## src/rtl/hex_pkg.sv

```systemverilog
// Shared definitions for the scrolling 7-segment message display:
// glyph codes, selection and FSM enums, selection decode and message contents.
package hex_pkg;

    localparam logic [6:0] GLYPH_R     = 7'b0101111;
    localparam logic [6:0] GLYPH_A     = 7'b0001000;
    localparam logic [6:0] GLYPH_N     = 7'b0101011;
    localparam logic [6:0] GLYPH_D     = 7'b0100001;
    localparam logic [6:0] GLYPH_B     = 7'b0000011;
    localparam logic [6:0] GLYPH_E     = 7'b0000110;
    localparam logic [6:0] GLYPH_T     = 7'b0000111;
    localparam logic [6:0] GLYPH_O     = 7'b1000000;
    localparam logic [6:0] GLYPH_S     = 7'b0010010;
    localparam logic [6:0] GLYPH_H     = 7'b0001011;
    localparam logic [6:0] GLYPH_I     = 7'b1101111;
    localparam logic [6:0] GLYPH_P     = 7'b0001100;
    localparam logic [6:0] GLYPH_BLANK = 7'b1111111;

    typedef enum logic [1:0] {
        SEL_RAND = 2'd0,
        SEL_BEE  = 2'd1,
        SEL_TOAD = 2'd2,
        SEL_SHIP = 2'd3
    } sel_e;

    typedef enum logic [1:0] {
        ST_STATIC = 2'd0,
        ST_SCROLL = 2'd1,
        ST_PAUSE  = 2'd2
    } state_e;

    function automatic sel_e decode_sel(input logic rnd, input logic [1:0] pat);
        sel_e s;
        if (rnd) begin
            s = SEL_RAND;
        end else begin
            case (pat)
                2'b01:   s = SEL_BEE;
                2'b10:   s = SEL_TOAD;
                default: s = SEL_SHIP;
            endcase
        end
        return s;
    endfunction

    // Glyph at position idx of the message buffer; text is left-justified, rest blank.
    function automatic logic [6:0] msg_char(input sel_e sel, input int idx);
        logic [6:0] g;
        g = GLYPH_BLANK;
        case (sel)
            SEL_RAND: begin
                case (idx)
                    0:       g = GLYPH_R;
                    1:       g = GLYPH_A;
                    2:       g = GLYPH_N;
                    3:       g = GLYPH_D;
                    default: g = GLYPH_BLANK;
                endcase
            end
            SEL_BEE: begin
                case (idx)
                    0:       g = GLYPH_B;
                    1:       g = GLYPH_E;
                    2:       g = GLYPH_E;
                    default: g = GLYPH_BLANK;
                endcase
            end
            SEL_TOAD: begin
                case (idx)
                    0:       g = GLYPH_T;
                    1:       g = GLYPH_O;
                    2:       g = GLYPH_A;
                    3:       g = GLYPH_D;
                    default: g = GLYPH_BLANK;
                endcase
            end
            SEL_SHIP: begin
                case (idx)
                    0:       g = GLYPH_S;
                    1:       g = GLYPH_H;
                    2:       g = GLYPH_I;
                    3:       g = GLYPH_P;
                    default: g = GLYPH_BLANK;
                endcase
            end
            default: g = GLYPH_BLANK;
        endcase
        return g;
    endfunction

endpackage

```

## src/rtl/hex_tick.sv

```systemverilog
// Free-running scroll-step divider: tick is high for the one cycle the count sits at DIV-1.
module hex_tick #(
    parameter int DIV = 12_500_000
) (
    input  logic clk,
    input  logic reset,
    output logic tick
);

    localparam int            CW   = (DIV > 1) ? $clog2(DIV) : 1;
    localparam logic [CW-1:0] LAST = CW'(DIV - 1);

    logic [CW-1:0] r_cnt;

    // Divider count, wrapping at DIV-1
    always_ff @(posedge clk) begin
        if (reset) begin
            r_cnt <= {CW{1'b0}};
        end else if (r_cnt == LAST) begin
            r_cnt <= {CW{1'b0}};
        end else begin
            r_cnt <= r_cnt + CW'(1);
        end
    end

    assign tick = (r_cnt == LAST);

endmodule

```

## src/rtl/hex_scroller.sv

```systemverilog
// Scrolls one of four fixed messages across NUM_DIGITS active-low 7-segment digits,
// pausing at offset 0 after each wrap and restarting whenever the selection changes.
import hex_pkg::*;

module hex_scroller #(
    parameter int NUM_DIGITS  = 6,
    parameter int MSG_LEN     = 12,
    parameter int TICK_DIV    = 12_500_000,
    parameter int PAUSE_TICKS = 4
) (
    input  logic                       clk,
    input  logic                       reset,
    input  logic                       random,
    input  logic [1:0]                 pattern,
    input  logic                       scroll_en,
    output logic [NUM_DIGITS-1:0][6:0] leds
);

    localparam int            OW       = $clog2(MSG_LEN);
    localparam logic [OW-1:0] OFF_LAST = OW'(MSG_LEN - 1);
    localparam int            PW       = (PAUSE_TICKS > 1) ? $clog2(PAUSE_TICKS) : 1;
    localparam logic [PW-1:0] P_LAST   = PW'((PAUSE_TICKS > 0) ? PAUSE_TICKS - 1 : 0);

    sel_e                       w_sel;
    sel_e                       r_sel;
    logic                       w_sel_chg;
    state_e                     r_state;
    state_e                     w_state_nx;
    logic [OW-1:0]              r_off;
    logic [OW-1:0]              w_off_nx;
    logic [PW-1:0]              r_pcnt;
    logic [PW-1:0]              w_pcnt_nx;
    logic                       w_tick;
    logic                       w_tick_rst;
    logic [NUM_DIGITS-1:0][6:0] r_leds;
    logic [NUM_DIGITS-1:0][6:0] w_leds_nx;

    // Buffer index shown on digit i: (off + NUM_DIGITS-1-i) mod MSG_LEN without a divider
    function automatic logic [OW-1:0] buf_pos(input logic [OW-1:0] off, input int i);
        logic [OW:0] s;
        s = {1'b0, off} + (OW+1)'(NUM_DIGITS - 1 - i);
        if (s >= (OW+1)'(MSG_LEN)) begin
            s = s - (OW+1)'(MSG_LEN);
        end else begin
            s = s;
        end
        return s[OW-1:0];
    endfunction

    assign w_sel      = decode_sel(random, pattern);
    assign w_sel_chg  = (w_sel != r_sel);
    // Holding the divider clear while static makes the first step land a full period after enable.
    assign w_tick_rst = reset | w_sel_chg | (r_state == ST_STATIC);

    hex_tick #(
        .DIV (TICK_DIV)
    ) u_tick (
        .clk   (clk),
        .reset (w_tick_rst),
        .tick  (w_tick)
    );

    // Next state, offset and pause count; a selection change outranks any tick
    always_comb begin
        w_state_nx = r_state;
        w_off_nx   = r_off;
        w_pcnt_nx  = r_pcnt;
        if (w_sel_chg) begin
            w_off_nx   = {OW{1'b0}};
            w_pcnt_nx  = {PW{1'b0}};
            w_state_nx = scroll_en ? ST_PAUSE : ST_STATIC;
        end else begin
            case (r_state)
                ST_STATIC: begin
                    w_off_nx  = {OW{1'b0}};
                    w_pcnt_nx = {PW{1'b0}};
                    if (scroll_en) begin
                        w_state_nx = ST_SCROLL;
                    end else begin
                        w_state_nx = ST_STATIC;
                    end
                end
                ST_SCROLL: begin
                    if (!scroll_en) begin
                        w_state_nx = ST_STATIC;
                        w_off_nx   = {OW{1'b0}};
                        w_pcnt_nx  = {PW{1'b0}};
                    end else if (w_tick) begin
                        if (r_off == OFF_LAST) begin
                            w_off_nx   = {OW{1'b0}};
                            w_pcnt_nx  = {PW{1'b0}};
                            w_state_nx = (PAUSE_TICKS == 0) ? ST_SCROLL : ST_PAUSE;
                        end else begin
                            w_off_nx = r_off + OW'(1);
                        end
                    end else begin
                        w_off_nx = r_off;
                    end
                end
                ST_PAUSE: begin
                    if (!scroll_en) begin
                        w_state_nx = ST_STATIC;
                        w_off_nx   = {OW{1'b0}};
                        w_pcnt_nx  = {PW{1'b0}};
                    end else if (w_tick) begin
                        if (r_pcnt == P_LAST) begin
                            w_pcnt_nx  = {PW{1'b0}};
                            w_state_nx = ST_SCROLL;
                        end else begin
                            w_pcnt_nx = r_pcnt + PW'(1);
                        end
                    end else begin
                        w_pcnt_nx = r_pcnt;
                    end
                end
                default: begin
                    w_state_nx = ST_STATIC;
                    w_off_nx   = {OW{1'b0}};
                    w_pcnt_nx  = {PW{1'b0}};
                end
            endcase
        end
    end

    // Digit contents for the current selection and offset
    always_comb begin
        w_leds_nx = {NUM_DIGITS{GLYPH_BLANK}};
        for (int i = 0; i < NUM_DIGITS; i++) begin
            w_leds_nx[i] = msg_char(r_sel, int'(buf_pos(r_off, i)));
        end
    end

    // State registers and registered segment drive
    always_ff @(posedge clk) begin
        if (reset) begin
            r_sel   <= w_sel;
            r_state <= ST_STATIC;
            r_off   <= {OW{1'b0}};
            r_pcnt  <= {PW{1'b0}};
            r_leds  <= {NUM_DIGITS{GLYPH_BLANK}};
        end else begin
            r_sel   <= w_sel;
            r_state <= w_state_nx;
            r_off   <= w_off_nx;
            r_pcnt  <= w_pcnt_nx;
            r_leds  <= w_leds_nx;
        end
    end

    assign leds = r_leds;

endmodule

```

## config.mk

```make
export PLATFORM = sky130hd
export DESIGN_NAME = hex_scroller
export DESIGN_NICKNAME = d
export VERILOG_FILES = /design/src/rtl/hex_pkg.sv /design/src/rtl/hex_tick.sv /design/src/rtl/hex_scroller.sv
export SDC_FILE = /design/constraint.sdc
export NUM_CORES = 1
export LEC_CHECK = 0
export BUFFER_PORTS_ARGS = -buffer_cell sky130_fd_sc_hd__buf_2
export CAP_MARGIN = 20
export CORE_MARGIN = 2
export CORE_UTILIZATION = 55
export DETAILED_ROUTE_END_ITERATION = 8
export PLACE_DENSITY_LB_ADDON = 0.2
export SETUP_SLACK_MARGIN = 0.4
export SKIP_LAST_GASP = 1
export SYNTH_ARGS = -nofsm -noshare
export SYNTH_HDL_FRONTEND = slang
export SYNTH_SLANG_ARGS = --single-unit
```

## constraint.sdc

```tcl
create_clock -name clk -period 7.55 [get_ports clk]
set_clock_uncertainty 0.15 [all_clocks]
set_input_delay 1.51 -clock clk [delete_from_list [all_inputs] [get_ports clk]]
set_output_delay 1.51 -clock clk [all_outputs]
set_load 0.01 [all_outputs]
```

# Word level (Yosys, flattened, before mapping)
# Cells that the tools add are included.
[word_totals] out_inout_bits=42 rom_bits=0 regBits=76 latchBits=0 mem_count=0 inputBits=6 ram_bits=0 word_cells=149
[op_classes] n_mux=60 n_bitwise=2 mul=0 n_reduce_logical=19 n_eq_ne=37 n_div=0 magnitude_cmp=6 n_addsub=14 n_shift=0
[ops] operator="$pmux W7 S4" count=24
[ops] operator="$pmux W7 S2" count=6
[ops] operator="$eq A4 B2 Y1 const B" count=12
[ops] operator="$mux W4" count=10
[ops] operator="$mux W2" count=15
[ops] operator="$ge A5 B4 Y1 const B" count=5
[ops] operator="$add A24 B1 Y24 const B" count=1
[ops] operator="$eq A24 B24 Y1 const B" count=1
[ops] operator="$eq A4 B1 Y1 const B" count=6
[ops] operator="$logic_not A4 Y1" count=6
[ops] operator="$sub A4 B4 Y4 const B" count=6
[ops] operator="$reduce_or A2 Y1" count=8
[ops] operator="$add A4 B2 Y5 const B" count=2
[ops] operator="$add A4 B3 Y5 const B" count=2
[ops] operator="$eq A2 B2 Y1 const B" count=5
[ops] operator="$ne A4 B3 Y1 const B" count=2
[ops] operator="$ne A4 B4 Y1 const B" count=2
[ops] operator="$pmux W2 S2" count=2
[ops] operator="$pmux W4 S2" count=1
[ops] operator="$eq A2 B1 Y1 const B" count=3
[ops] operator="$ne A3 B2 Y1 const B" count=2
[ops] operator="$pmux W2 S3" count=1
[ops] operator="$add A4 B1 Y5 const B" count=1
[ops] operator="$add A4 B1 Y4 const B" count=1
[ops] operator="other kinds (12)" count=14

# Logic depth before layout (Yosys ltp)
# Gate-level depths: netlist of run 1.
[logic_depth] ltp_word=7 mapped_depth=12 depth_no_buf=11

# Modules after synthesis
# From an unflattened synthesis of run 1, not the netlist that was laid out.
[hier_totals] cells_unflattened=531 area_unflattened_um2=4259.1
[by_module_without_submodules] module="hex_scroller" seq_area_each_um2=1041.0 area_each_um2=3114.2 instances=1 cells_each=399
[by_module_without_submodules] module="hex_tick" seq_area_each_um2=480.5 area_each_um2=1144.8 instances=1 cells_each=132

# Least setup slack after synthesis of run 1
# No wires, ideal clock.
[synth_path] path_kind="input port to flip-flop" start="in pattern[1]" end="reg u_tick.r_cnt[10]" arrival_time_ps=2837 setup_slack_ps=4499 path_stages=6 setup_ps=64 path_cell_list="inv_1 > or4_4 > a221oi_4 > o2111ai_2 > buf_2 > nor2_1"
[synth_via] elab_chain_len=7 elab_cells_between_ends=8 cone_classes="3 x eq/ne; 2 x mux; 2 x bitwise; 1 x reduce/logical"
[synth_rtl] item="from (decl)" line="hex_scroller.sv:14" rtl="input logic [1:0] pattern,"
[synth_rtl] item="$eq A2 B2 Y1 or $eq A2 B1 Y1 (tied branches)" line="hex_pkg.sv:37" rtl="case (pat)"
[synth_rtl] item="$pmux W2 S2 *" line="hex_pkg.sv:37"
[synth_rtl] item="$mux W2 *" line="hex_pkg.sv:34" rtl="if (rnd) begin"
[synth_rtl] item="$ne A2 B2 Y1 *" line="hex_scroller.sv:51" rtl="assign w_sel_chg = (w_sel != r_sel);"
[synth_rtl] item="$or A1 B1 Y1 * (2 in a row)" line="hex_scroller.sv:53" rtl="assign w_tick_rst = reset | w_sel_chg | (r_state == ST_STATIC);"
[synth_rtl] item="$reduce_or A2 Y1 (no source line) *"
[synth_rtl] item="to (signal assigned)" line="hex_tick.sv:18" rtl="r_cnt <= {CW{1'b0}};"
[synth_rtl] item="to (signal assigned)" line="hex_tick.sv:20" rtl="r_cnt <= {CW{1'b0}};"
[synth_rtl] item="to (signal assigned)" line="hex_tick.sv:22" rtl="r_cnt <= r_cnt + CW'(1);"
[synth_rtl] item="to (decl)" line="hex_tick.sv:13" rtl="logic [CW-1:0] r_cnt;"
# Every way passes the cells marked *; elsewhere a longest branch is shown, timed or not.
# A chain may end at the register's enable or synchronous reset.

# Worst setup path in the final report of run 1
[layout_path] start="reg r_sel[1]" end="reg u_tick.r_cnt[20]"
[layout_via] elab_chain_len=4
[layout_rtl] item="from (decl)" line="hex_scroller.sv:25" rtl="sel_e r_sel;"
[layout_rtl] item="from (signal assigned)" line="hex_scroller.sv:136" rtl="r_sel <= w_sel;"
[layout_rtl] item="from (signal assigned)" line="hex_scroller.sv:142" rtl="r_sel <= w_sel;"
[layout_rtl] item="$ne A2 B2 Y1" line="hex_scroller.sv:51"
[layout_rtl] item="$or A1 B1 Y1 (2 in a row)" line="hex_scroller.sv:53"
[layout_rtl] item="$reduce_or A2 Y1 (no source line)"
# Every way passes these cells.

==> flow_summary.yaml, run 1 <==
critical_path:
  crit_required_ps: 7670
  cp_data_arrival_time_ps: 3470
  worstSetupPathType: "flop to flop"
  endpoint_kind: "flop"
  critPathMaxFanout: 25
  worst_setup_path_start_kind: "flop"
drt:
  top_layer_used: "met4"
  wl_met1_um: 4250
  routed_wl_um: 9940
  route.met2.wl_um: 4760
  wl_per_cell_um: 15.0
  ant_nets: 0
  dr.first_iter.drc_count: 385
  met3_length_um: 696
  drt_pass1_iterations: 5
  vias: 3978
  drc: 0
  via_per_inst: 6.02
clocking:
  cts-root-buf: "clkbuf_8"
  cts_tree: "built"
  cts_resized: 0
  hold_buffers: 0
  insertion_delay_ps: 350
  cts_setup_buffers: 0
  cts_buffers: 9
  cts_buffer_depth: 2
  htreeDepth: 3
  cts_sinks: 76
  cts.clk_slew.worst_paths_ps: 80
floorplan:
  die_w_um: 92.0
  row_count: 32
  die_area_sq_um: 8460
  die-height_um: 92.0
  ios: 48
  coreArea_sq_um: 7610
  initial_core_util: 0.559
sta:
  fin_crit_sh: 0.443
  drv_slew: 0
  worst_pin_slew_ps: 1010
  finalHoldViolCount: 0
  setup_violations: 0
  fin_tns_setup_ps: 0
  relSlewSlack: 0.325
  fmax_ghz: 0.299
  min_period_ps: 3340
  rsz0062_at_grt: "no"
synthesis:
  syn_nets: 554
  syn_area_sq_um: 4260
  ys_seq_area_frac: 0.358
  yosysMostFrequentCell: "dfxtp_1"
  synth_top_area_frac: 0.358
  synth_area_leaders: "dfxtp_1 36%, ha_1 5.3%, nor2_1 5.0%, xnor2_1 4.7%, a21oi_1 4.5%"
  synth_flop_cell: "dfxtp_1"
  synth_seq_cells: 76
  synth_top_cell_by_area: "dfxtp_1"
  synth_warnings: 0
  synth_cells: 530
  syn_avg_cell_area_sq_um: 8.03
  synthArstFlopShare: 0
  synth_edf_count: 0
  yosysUniqueCellTypes: 65
  synth_commonest_cells: "76 x dfxtp_1, 57 x nor2_1, 47 x nand2_1"
place:
  io_buffers: 47
  gp_congestion: 0.898
  place_area_sq_um: 4500
  dp_hpwl_um: 6860
layout:
  syn_to_final_growth_pct: 10.5
  nNetsFinal: 579
  multi_input_area_sq_um: 2520
  final_area_sq_um: 4700
  fillers: 703
  regArea_sq_um: 1520
  n_antenna_cell: 0
  drive_above_1_share: 0.147
outcome:
  status: "completed"
grt:
  overflow: 0
  grt_pass1_vias: 3548
  grtUsageTotal: 0.243
  grt_pass1_wl_um: 16700
  grt_max_degree: 42
  antenna_found_initial: 0
pwr:
  power_leakage_uw: 0.00171
  powerDensity_nw_per_um2: 174
  peakVddDrop_mv: 0.107
worst_hold_path:
  worstHoldPathType: "flop to flop"
flow_run:
  cap_violations: 0
[cell type report]
class	instances	area share
repair buffers	50	0.0548
clock buffers	10	0.0271
multi-input cells	399	0.536
clock inverters	5	0.0165
inverters	19	0.0152
well taps	102	0.0271
flip-flops and latches	76	0.324
[placed cells by master, fill, tap and decap left out, types with 20 or more instances in the layout]
cell | Yosys | layout
nand3_1 | 24 | 24
nand2_1 | 47 | 47
dfxtp_1 | 76 | 76
o21ai_0 | 20 | 20
buf_2 | 7 | 47
nor2_1 | 57 | 57
xnor2_1 | 23 | 23
a21oi_1 | 38 | 38
[power breakdown]
group          internal [uW]  switching (uW)  total (uW)
registers                413            5.71         418
logic                   26.4            44.9        71.3
clock network            183             144         328
total                    622             195         817
[flip-flops by register name (all words and copies together) (netlist names)]
signal	count
u_tick.r_cnt	24
leds	42
r_state	2
r_off	4
r_pcnt	2
r_sel	2
[stage by stage]
stage	std cells	total power (uW)	hold WS (ps)	utilization	worst slack (ps)
after detailed placement	646	498	295	0.591	3900
after global routing	661	849	362	0.618	3970
final	661	817	306	0.618	4210
after CTS	661	820	313	0.618	4280
after global placement	646	497	286	0.591	3980
after floorplan	530	474	276	-	4500
[critical path, cell delays in order, from the launching register on]
cell and delay [ps]:
dfxtp_1 940, inv_2 330, or4_4 630, a221oi_4 340, o2111ai_2 610, nor2_1 260
[routing by layer]
metal | vias to the layer above | global-route usage
li1 | 1948 | -
met1 | 1817 | 0.318
met2 | 184 | 0.394
met3 | 29 | 0.0468
met4 | 0 | 0.104
met5 | - | 0
[worst paths after layout]
path	depth (start not counted)	slack [ps]	startpoint	end
setup reg to reg	5	4210	r_sel[1]	u_tick.r_cnt[20]
setup / recovery	5	4210	r_sel[1]	u_tick.r_cnt[20]
hold reg to reg	1	310	u_tick.r_cnt[0]	u_tick.r_cnt[0]
hold / removal	1	310	u_tick.r_cnt[0]	u_tick.r_cnt[0]
[cell families (layout without fill, tap and decap cells)]
logic type,count (synthesis),count (layout),share of synthesized area
xor gates and xnor gates,28,28,0.0594
AOI/OAI and AO/OA,122,122,0.196
and+or+nand+nor,224,224,0.266
adders and majority gates,18,18,0.0529
muxes,7,7,0.0173
buffers and inverters,55,84,0.0509
DFF,76,76,0.358
(Power assumes the default switching activity.)
==> run 2, diff against run 1 <==
CORE_UTILIZATION = 53   (was 55)
clock period = 2.8 ns   (was 7.55 ns; I/O delays follow)
==> run 2 against run 1 <==
  * Sequential share of layout area decreased by 2.7 points
  * Total power increased to 2.8 times the previous value
  * Largest cell class unchanged
  * Count of clock-buffer cells in the layout decreased by 1
  * Sequential power increased to 2.7 times the previous value
  * Worst setup slack got worse by 3800 ps
  * Final cell count increased by 4.5%
==> flow_summary.yaml, run 2 (same netlist as run 1, synthesis figures left out) <==
sta:
  fin_crit_sh: 0.868
  relSlewSlack: 0.649
  fin_tns_setup_ps: 0
  drv_slew: 0
  worst_pin_slew_ps: 514
  fmax_ghz: 0.412
  rsz0062_at_grt: "yes"
  fin_ws_ps: 370
  finalHoldViolCount: 0
  setup_violations: 0
  min_period_ps: 2430
  whs_ps: 273
place:
  dp_hpwl_um: 7340
  gp_congestion: 0.915
  place_inst: 660
  place_area_sq_um: 4680
  io_buffers: 47
  dp_slack_ps: 192
pwr:
  share_comb_of_total_power: 0.088
  power_leakage_uw: 0.00191
  powerDensity_nw_per_um2: 447
  p_clk_frac: 0.425
  internal_power_uw: 1770
  switchingPower_uw: 543
  peakVddDrop_mv: 0.300
  seqPwrFrac: 0.487
  p_sw_frac: 0.235
critical_path:
  crit_required_ps: 2880
  critPathMaxFanout: 6
  rr_worst_depth: 7
  r2r_start: "r_off[1]"
  cp_data_arrival_time_ps: 2510
  worstSetupStartpoint: "r_off[1]"
  worstSetupPathType: "flop to flop"
  worst_setup_path_start_kind: "flop"
  endpoint_kind: "flop"
floorplan:
  row_count: 32
  initial_core_util: 0.548
  die_w_um: 93.6
  ios: 48
  coreArea_sq_um: 7770
  die-height_um: 93.6
  die_area_sq_um: 8760
layout:
  n_antenna_cell: 0
  syn_to_final_growth_pct: 21.6
  mostFrequentLayoutCell: "dfxtp_1"
  nNetsFinal: 610
  final_area_sq_um: 5170
  drive_above_1_share: 0.248
  largest_register_ffs: 42
  stdcell_count: 691
  final_cell_mix: "71 x dfxtp_1, 55 x nor2_1, 47 x buf_2"
clocking:
  cts.clk_slew.worst_paths_ps: 80
  cts_buffers: 9
  hold_buffers: 0
  cts_tree: "built"
  cts_sinks: 76
  cts-root-buf: "clkbuf_8"
  cts_buffer_depth: 2
  insertion_delay_ps: 360
  htreeDepth: 3
drt:
  ant_nets: 0
  dr.first_iter.drc_count: 421
  vias: 4141
  drt_pass1_iterations: 5
  wl_per_cell_um: 15.7
  routed_wl_um: 10900
  drc: 0
  via_per_inst: 5.99
worst_hold_path:
  hold_start: "pattern[1]"
  holdPathStages: 2
  worstHoldPathType: "input pin to flop"
grt:
  overflow: 0
  grtUsageTotal: 0.247
  grt_pass1_wl_um: 17500
  antenna_found_initial: 0
  grt_pass1_vias: 3697
  grt_max_degree: 28
outcome:
  status: "completed"
flow_run:
  cap_violations: 0
run 2: worst paths after layout:
check,slack (ps),to
setup / recovery,370,leds[21]
hold / removal,270,r_sel[0]
setup reg to reg,370,leds[21]
hold reg to reg,310,u_tick.r_cnt[0]
run 2: final cells by class:
class / count / area (sq um)
Inverter: 19 / 77.6
Timing Repair Buffer: 81 / 502
Sequential cell: 76 / 1540
Fill cell: 654 / 2590
Clock inverter: 5 / 103
Clock buffer: 9 / 124
Multi-Input combinational cell: 399 / 2710
Tap cell: 102 / 128
run 2: power by group through the flow:
stage               clock (uW)  sequential [uW]  combinational (uW)
finish                     982             1120                 204
global route              1040             1130                 223
CTS                        996             1120                 201
detailed placement           0             1150                 199
global placement             0             1150                 197
floorplan                    0             1160                 113
run 2: per-layer routing:
metal	wire (um)	GRT usage	vias up	part of all wire
met3	802	0.0459	38	0.074
li1	-	-	2008	-
met4	309	0.110	0	0.028
met2	5280	0.418	206	0.49
met5	0	0	-	0
met1	4490	0.305	1889	0.41
run 2: stage by stage:
| stage | total power [uW] | utilization |
|---|---|---|
| 6_report | 2310 | 0.666 |
| 3_3_place_gp | 1350 | 0.602 |
| 3_5_place_dp | 1350 | 0.602 |
| 2_1_floorplan | 1280 | - |
| 5_1_grt | 2390 | 0.666 |
| 4_1_cts | 2320 | 0.641 |
run 2: worst max-delay path, cell delays in order (launching register included):
cell        delay [ps]
dfxtp_4            390
clkinvlp_4         170
ha_4               310
a21bo_4            220
mux2_4             290
or3_1              360
a221oi_2           290
o31ai_1            120
run 2: timing repair:
item                       in CTS  in global routing
setup buffers                   5                 12
hold endpoints to repair        0                  0
gates resized for setup        13                 24
setup endpoints to repair      28                 45
pin swaps                       0                 11
